### config.mk
export PLATFORM = sky130hd
export DESIGN_NAME = dma_burst_ctrl
export DESIGN_NICKNAME = d
export VERILOG_FILES = /design/src/rtl/dma_ctrl_pkg.sv /design/src/rtl/rr_arbiter.sv /design/src/rtl/dma_burst_ctrl.sv
export SDC_FILE = /design/constraint.sdc
export NUM_CORES = 1
export LEC_CHECK = 0
export BUFFER_PORTS_ARGS = -buffer_cell sky130_fd_sc_hd__buf_4
export CORE_UTILIZATION = 35
export CTS_BUF_LIST = sky130_fd_sc_hd__clkbuf_2 sky130_fd_sc_hd__clkbuf_4 sky130_fd_sc_hd__clkbuf_8
export CTS_CLUSTER_DIAMETER = 200
export DETAILED_ROUTE_END_ITERATION = 16
export GPL_TIMING_DRIVEN = 0
export PLACE_DENSITY = 0.64
export SLEW_MARGIN = 20
export SYNTH_ARGS = -nofsm -noshare
export SYNTH_HDL_FRONTEND = slang
export SYNTH_HIERARCHICAL = 1
export SYNTH_SLANG_ARGS = --single-unit
### constraint.sdc
create_clock -name clk -period 4.9 [get_ports clk]
set_clock_uncertainty 0.15 [all_clocks]
set_input_delay 0.735 -clock clk [delete_from_list [all_inputs] [get_ports clk]]
set_output_delay 0.735 -clock clk [all_outputs]
set_load 0.05 [all_outputs]
### src/rtl/dma_ctrl_pkg.sv
// Shared types and defaults for the DMA burst controller.
package dma_ctrl_pkg;

    typedef enum logic [1:0] {
        IDLE = 2'd0,
        REQ  = 2'd1,
        XFER = 2'd2,
        DONE = 2'd3
    } dma_state_e;

    localparam int DMA_BURST_LEN_DEF = 100;

endpackage

### src/rtl/rr_arbiter.sv
// Combinational round-robin picker: first asserted request at or after ptr,
// wrapping modulo NREQ.
module rr_arbiter #(
    parameter int NREQ = 4,
    localparam int IW  = (NREQ > 1) ? $clog2(NREQ) : 1
) (
    input  logic [NREQ-1:0] req,
    input  logic [IW-1:0]   ptr,
    output logic [NREQ-1:0] winner,
    output logic [IW-1:0]   winner_idx
);

    localparam int SW = IW + 1;

    logic          found;
    logic [SW-1:0] sum;
    logic [IW-1:0] idx;

    // ptr is always < NREQ, so one conditional subtraction wraps the sum
    always_comb begin
        winner     = '0;
        winner_idx = '0;
        found      = 1'b0;
        sum        = '0;
        idx        = '0;
        for (int i = 0; i < NREQ; i++) begin
            sum = {1'b0, ptr} + SW'(i);
            if (sum >= SW'(NREQ)) begin
                sum = sum - SW'(NREQ);
            end
            idx = sum[IW-1:0];
            if (!found && req[idx]) begin
                found       = 1'b1;
                winner[idx] = 1'b1;
                winner_idx  = idx;
            end
        end
    end

endmodule

### src/rtl/dma_burst_ctrl.sv
// DMA channel sequencer: round-robin grant, fixed-length transfer burst,
// one-cycle completion pulse with optional early abort.
//
//   state | meaning
//   IDLE  | waiting for any req; latches winner into gnt
//   REQ   | one cycle of dma_req before data moves
//   XFER  | data_transfer high, xfer_cnt counting up
//   DONE  | one-cycle done (plus aborted if cut short), gnt still held
module dma_burst_ctrl
    import dma_ctrl_pkg::*;
#(
    parameter int NREQ      = 4,
    parameter int BURST_LEN = DMA_BURST_LEN_DEF,
    localparam int CW       = $clog2(BURST_LEN + 1)
) (
    input  logic            clk,
    input  logic            reset_n,
    input  logic [NREQ-1:0] req,
    input  logic            abort,
    output logic [NREQ-1:0] gnt,
    output logic            dma_req,
    output logic            data_transfer,
    output logic            done,
    output logic            aborted,
    output logic [CW-1:0]   xfer_cnt
);

    localparam int            IW       = (NREQ > 1) ? $clog2(NREQ) : 1;
    localparam logic [CW-1:0] CNT_LAST = CW'(BURST_LEN - 1);
    localparam logic [IW-1:0] IDX_MAX  = IW'(NREQ - 1);

    dma_state_e      state_q, state_d;
    logic [IW-1:0]   ptr_q, ptr_d;
    logic [NREQ-1:0] gnt_q, gnt_d;
    logic [CW-1:0]   cnt_q, cnt_d;
    logic            dma_req_q, dma_req_d;
    logic            xfer_q, xfer_d;
    logic            done_q, done_d;
    logic            aborted_q, aborted_d;

    logic [NREQ-1:0] winner;
    logic [IW-1:0]   winner_idx;

    rr_arbiter #(.NREQ(NREQ)) u_arb (
        .req        (req),
        .ptr        (ptr_q),
        .winner     (winner),
        .winner_idx (winner_idx)
    );

    always_comb begin
        state_d   = state_q;
        ptr_d     = ptr_q;
        gnt_d     = gnt_q;
        cnt_d     = cnt_q;
        aborted_d = 1'b0;
        unique case (state_q)
            IDLE: begin
                if (|req) begin
                    state_d = REQ;
                    gnt_d   = winner;
                    cnt_d   = '0;
                    ptr_d   = (winner_idx == IDX_MAX) ? '0 : winner_idx + 1'b1;
                end
            end
            REQ: begin
                if (abort) begin
                    state_d   = DONE;
                    aborted_d = 1'b1;
                end else begin
                    state_d = XFER;
                end
            end
            XFER: begin
                // the cycle in which abort is seen still moved data
                cnt_d = cnt_q + 1'b1;
                if (abort) begin
                    state_d   = DONE;
                    aborted_d = 1'b1;
                end else if (cnt_q == CNT_LAST) begin
                    state_d = DONE;
                end
            end
            DONE: begin
                state_d = IDLE;
                gnt_d   = '0;
            end
            default: begin
                state_d = IDLE;
                gnt_d   = '0;
            end
        endcase
        dma_req_d = (state_d == REQ) || (state_d == XFER);
        xfer_d    = (state_d == XFER);
        done_d    = (state_d == DONE);
    end

    always_ff @(posedge clk or negedge reset_n) begin
        if (!reset_n) begin
            state_q   <= IDLE;
            ptr_q     <= '0;
            gnt_q     <= '0;
            cnt_q     <= '0;
            dma_req_q <= 1'b0;
            xfer_q    <= 1'b0;
            done_q    <= 1'b0;
            aborted_q <= 1'b0;
        end else begin
            state_q   <= state_d;
            ptr_q     <= ptr_d;
            gnt_q     <= gnt_d;
            cnt_q     <= cnt_d;
            dma_req_q <= dma_req_d;
            xfer_q    <= xfer_d;
            done_q    <= done_d;
            aborted_q <= aborted_d;
        end
    end

    assign gnt           = gnt_q;
    assign dma_req       = dma_req_q;
    assign data_transfer = xfer_q;
    assign done          = done_q;
    assign aborted       = aborted_q;
    assign xfer_cnt      = cnt_q;

endmodule

==> impl_metrics.tcl <==
set metrics [dict create \
    status "finished, final reports clean" \
    yosysSeqAreaShare_pct 31.3 \
    cts_buffer_depth 2 \
    antenna_cells_inserted 0 \
    post_route_cells_drive_above_1_share_pct 26.5 \
    stdcell_count 231 \
    first_global_vias 1209 \
    clock_tree_from_tritoncts "done" \
    critical_path.slowest_cell "sky130_fd_sc_hd__o31ai_1" \
    timing.critical_path.buf_inv 3 \
    post_synth_num_cell_types 41 \
    crit_start "ptr_q[0]" \
    power.density_cell_area_mw_per_mm2 650 \
    hold_buffers 0 \
    max_slew.worst_pin.slew_ps 764 \
    grt_antenna_before_repair 0 \
    report.final.setup_viol 0 \
    min_period_over_period_pct 64.1 \
    yosysWarnings 6 \
    synth_to_layout_area_growth_pct 17.5 \
    synth-async-reset-ratio_pct 100 \
    hold_viol 0 \
    timing.setup.critical_path_class "reg -> reg" \
    io_buffers 21 \
    path_common_cell "sky130_fd_sc_hd__ha_1" \
    groute.layer.met3.usage_pct 4.00 \
    path_max_fanout 10 \
    post-route-min-period_ps 3140 \
    grt.busiest_layer "met2" \
    dieWidth_um 67.9 \
    crit_path_start_kind "flop" \
    coreArea_mm2 0.00409 \
    critical_path.cell_chain "buf_6 -> buf_2 -> inv_1 -> ha_1 -> o21ai_0 -> o31ai_1 -> o31a_1 -> ha_1 -> mux2_2" \
    cp_slowest_stage_delay_ps 640 \
    cts.clk_slew.worst_paths_ps 70 \
    worstSetupEndpointType "flop" \
    number_of_flops_mapped_to_enable_cells_by_yosys 0 \
    timing.reg2reg.setup_slack_ps 1760 \
    multi_input_gate_area_in_the_final_layout_um2 950 \
    layout_commonest_cell "sky130_fd_sc_hd__buf_4" \
    final_net_count 202 \
    post_cts_repair_resize_count 0 \
    worst_setup_path_endpoint "ptr_q[1]" \
    setup_repair_after_global_routing_missed_its_margin "false" \
    synthCells 156 \
    worstReg2RegStart "ptr_q[0]" \
    floorplan.die.height_um 67.9 \
    max_cap_viol_count 0 \
    max_freq_ghz 0.318 \
    cts-buffers-inserted 3 \
    final_util_pct 43.8 \
    syn-mean-instance-area_um2 9.75 \
    detail_route.vias_per_cell 5.68 \
    fp-row-count 23 \
    synth_fp_nets 176 \
    routed_wirelength_mm 3.47 \
    detailedRoute.firstIterationViolations 84 \
    worst_reg2reg_path_endpoint "ptr_q[1]" \
    cp_top_family "compound AO/OA/AOI/OAI gates" \
    count_of_vias_placed_by_the_detailed_router 1312 \
    critical_path_arrival_ps 3140 \
    worst-endpoint-required_ps 4900 \
    worstSetupPathDepth 9 \
    groute.usage.overall_pct 16.3 \
    post_synth_instance_area_mm2 0.00152 \
    gr-usage-met2_pct 26.3 \
    most_used_cells_in_the_layout_excluding_fill_and_tap_cells "21 x sky130_fd_sc_hd__buf_4, 19 x sky130_fd_sc_hd__dfrtp_1, 13 x sky130_fd_sc_hd__o21ai_0, 13 x sky130_fd_sc_hd__ha_1, 12 x sky130_fd_sc_hd__nand2_1" \
    routedWlPerCell_um 15.0 \
    largest_net_degree_at_the_start_of_global_routing 20 \
    route.antenna.remaining_nets 0 \
    placement.cell_area_mm2 0.00174 \
    groute.layer.met1.usage_pct 21.6 \
    postCtsSetupRepairBufs 0 \
    hpwl_mm 2.55 \
    clkSinkCount 19 \
    timing.reg2reg.worst_path_depth 9 \
    post-place-cells 227 \
    finalSetupTns_ps 0 \
    synth.area.top_cells "sky130_fd_sc_hd__dfrtp_1 31%, sky130_fd_sc_hd__ha_1 11%, sky130_fd_sc_hd__mux2i_1 6.6%, sky130_fd_sc_hd__mux4_2 4.4%, sky130_fd_sc_hd__o21ai_0 4.3%" \
    remaining_drc_errors 0 \
    layout_cell_area_excl_fill_mm2 0.00179 \
    finalHoldWorstSlack_ps 179 \
    floorplan.die_area_mm2 0.00461 \
    clk_root_buffer_cell "sky130_fd_sc_hd__clkbuf_8" \
    yosys.area.top_type_share_pct 31.3 \
    clock_latency_ps 260 \
    library_cell_with_the_largest_summed_area_after_synthesis "sky130_fd_sc_hd__dfrtp_1" \
    relSlewSlack_pct 48.7 \
    gp_routability_congestion 0.791 \
    initial_utilization_pct 37.2 \
    synth.ff_latch_count 19 \
    detail_route.first_pass.iterations 4 \
    dominantRegCellSynth "sky130_fd_sc_hd__dfrtp_1" \
    timing_max_transition_violations_final 0 \
    area.sequential_um2 475 \
    min_path_type "in -> async" \
    fill_cells 410 \
    wire_length_of_the_first_global_routing_pass_mm 5.67 \
    static-leakage-power_nw 0.804 \
    pin_count 22 \
    power.ir.vdd_worst_uv 348 \
    cts-htree-levels 1 \
    globalRouteOverflowTotal 0 \
]
cells by family after synthesis:
kind of cell	share of synthesized area (%)
DFF	31.3
AOI/OAI and AO/OA	24.4
buffers and inverters	6.33
adders and majority gates	10.7
and+or+nand+nor	15.5
muxes	11.8
through the flow:
step | total power [W] | worst slack [ps]
detailed placement | 0.00105 | 1810
finish | 0.00116 | 1760
global route | 0.00126 | 1610
floorplan | 0.000856 | 2130
global placement | 0.00102 | 1900
CTS | 0.00116 | 1800
flip-flops by register name (all words and copies together) (netlist names):
| register | count |
|---|---|
| state_q | 2 |
| xfer_cnt | 7 |
| ptr_q | 2 |
| aborted | 1 |
| data_transfer | 1 |
| gnt | 4 |
| done | 1 |
| dma_req | 1 |
layout make-up:
type	count	share of cell area [%]
multi-input combinational	118	53.1
sequential	19	26.6
timing repair buffer	21	8.82
buffer	11	3.71
tap	50	3.50
clock buffer	3	2.31
inverter	8	1.68
clock inverter	1	0.280
cells in the mapped netlist, types with 3 or more instances:
cell and number:
sky130_fd_sc_hd__dfrtp_1 19, sky130_fd_sc_hd__o21ai_1 4, sky130_fd_sc_hd__mux4_2 3, sky130_fd_sc_hd__inv_1 8, sky130_fd_sc_hd__nand3_1 7, sky130_fd_sc_hd__nor2_1 3, sky130_fd_sc_hd__mux2i_1 10, sky130_fd_sc_hd__a31oi_1 3
sky130_fd_sc_hd__ha_1 13, sky130_fd_sc_hd__a21oi_1 3, sky130_fd_sc_hd__a221o_2 4, sky130_fd_sc_hd__a211oi_1 4, sky130_fd_sc_hd__clkbuf_2 3, sky130_fd_sc_hd__o21ai_0 13, sky130_fd_sc_hd__o31ai_1 3, sky130_fd_sc_hd__nand2_1 12
sky130_fd_sc_hd__o21bai_1 5, sky130_fd_sc_hd__nand2b_1 4, sky130_fd_sc_hd__buf_2 5
power breakdown:
group          internal, W  switching [W]
logic             0.000308       0.000475
registers         0.000216      0.0000519
clock network    0.0000567      0.0000555
routing by layer:
layer | wire [µm] | part of all wire, %
met5 | 0 | 0
met4 | 25 | 0.72
met3 | 141 | 4.1
met2 | 1670 | 48
met1 | 1630 | 47
worst min-delay path by stage:
stage                     startpoint     endpoint
after floorplan              reset_n      aborted
after global placement        gnt[1]       gnt[1]
after detailed placement      gnt[1]       gnt[1]
after CTS                    reset_n  xfer_cnt[6]
after global routing         reset_n  xfer_cnt[6]
final                        reset_n  xfer_cnt[6]
No activity file was read; power rests on OpenSTA's default activity.
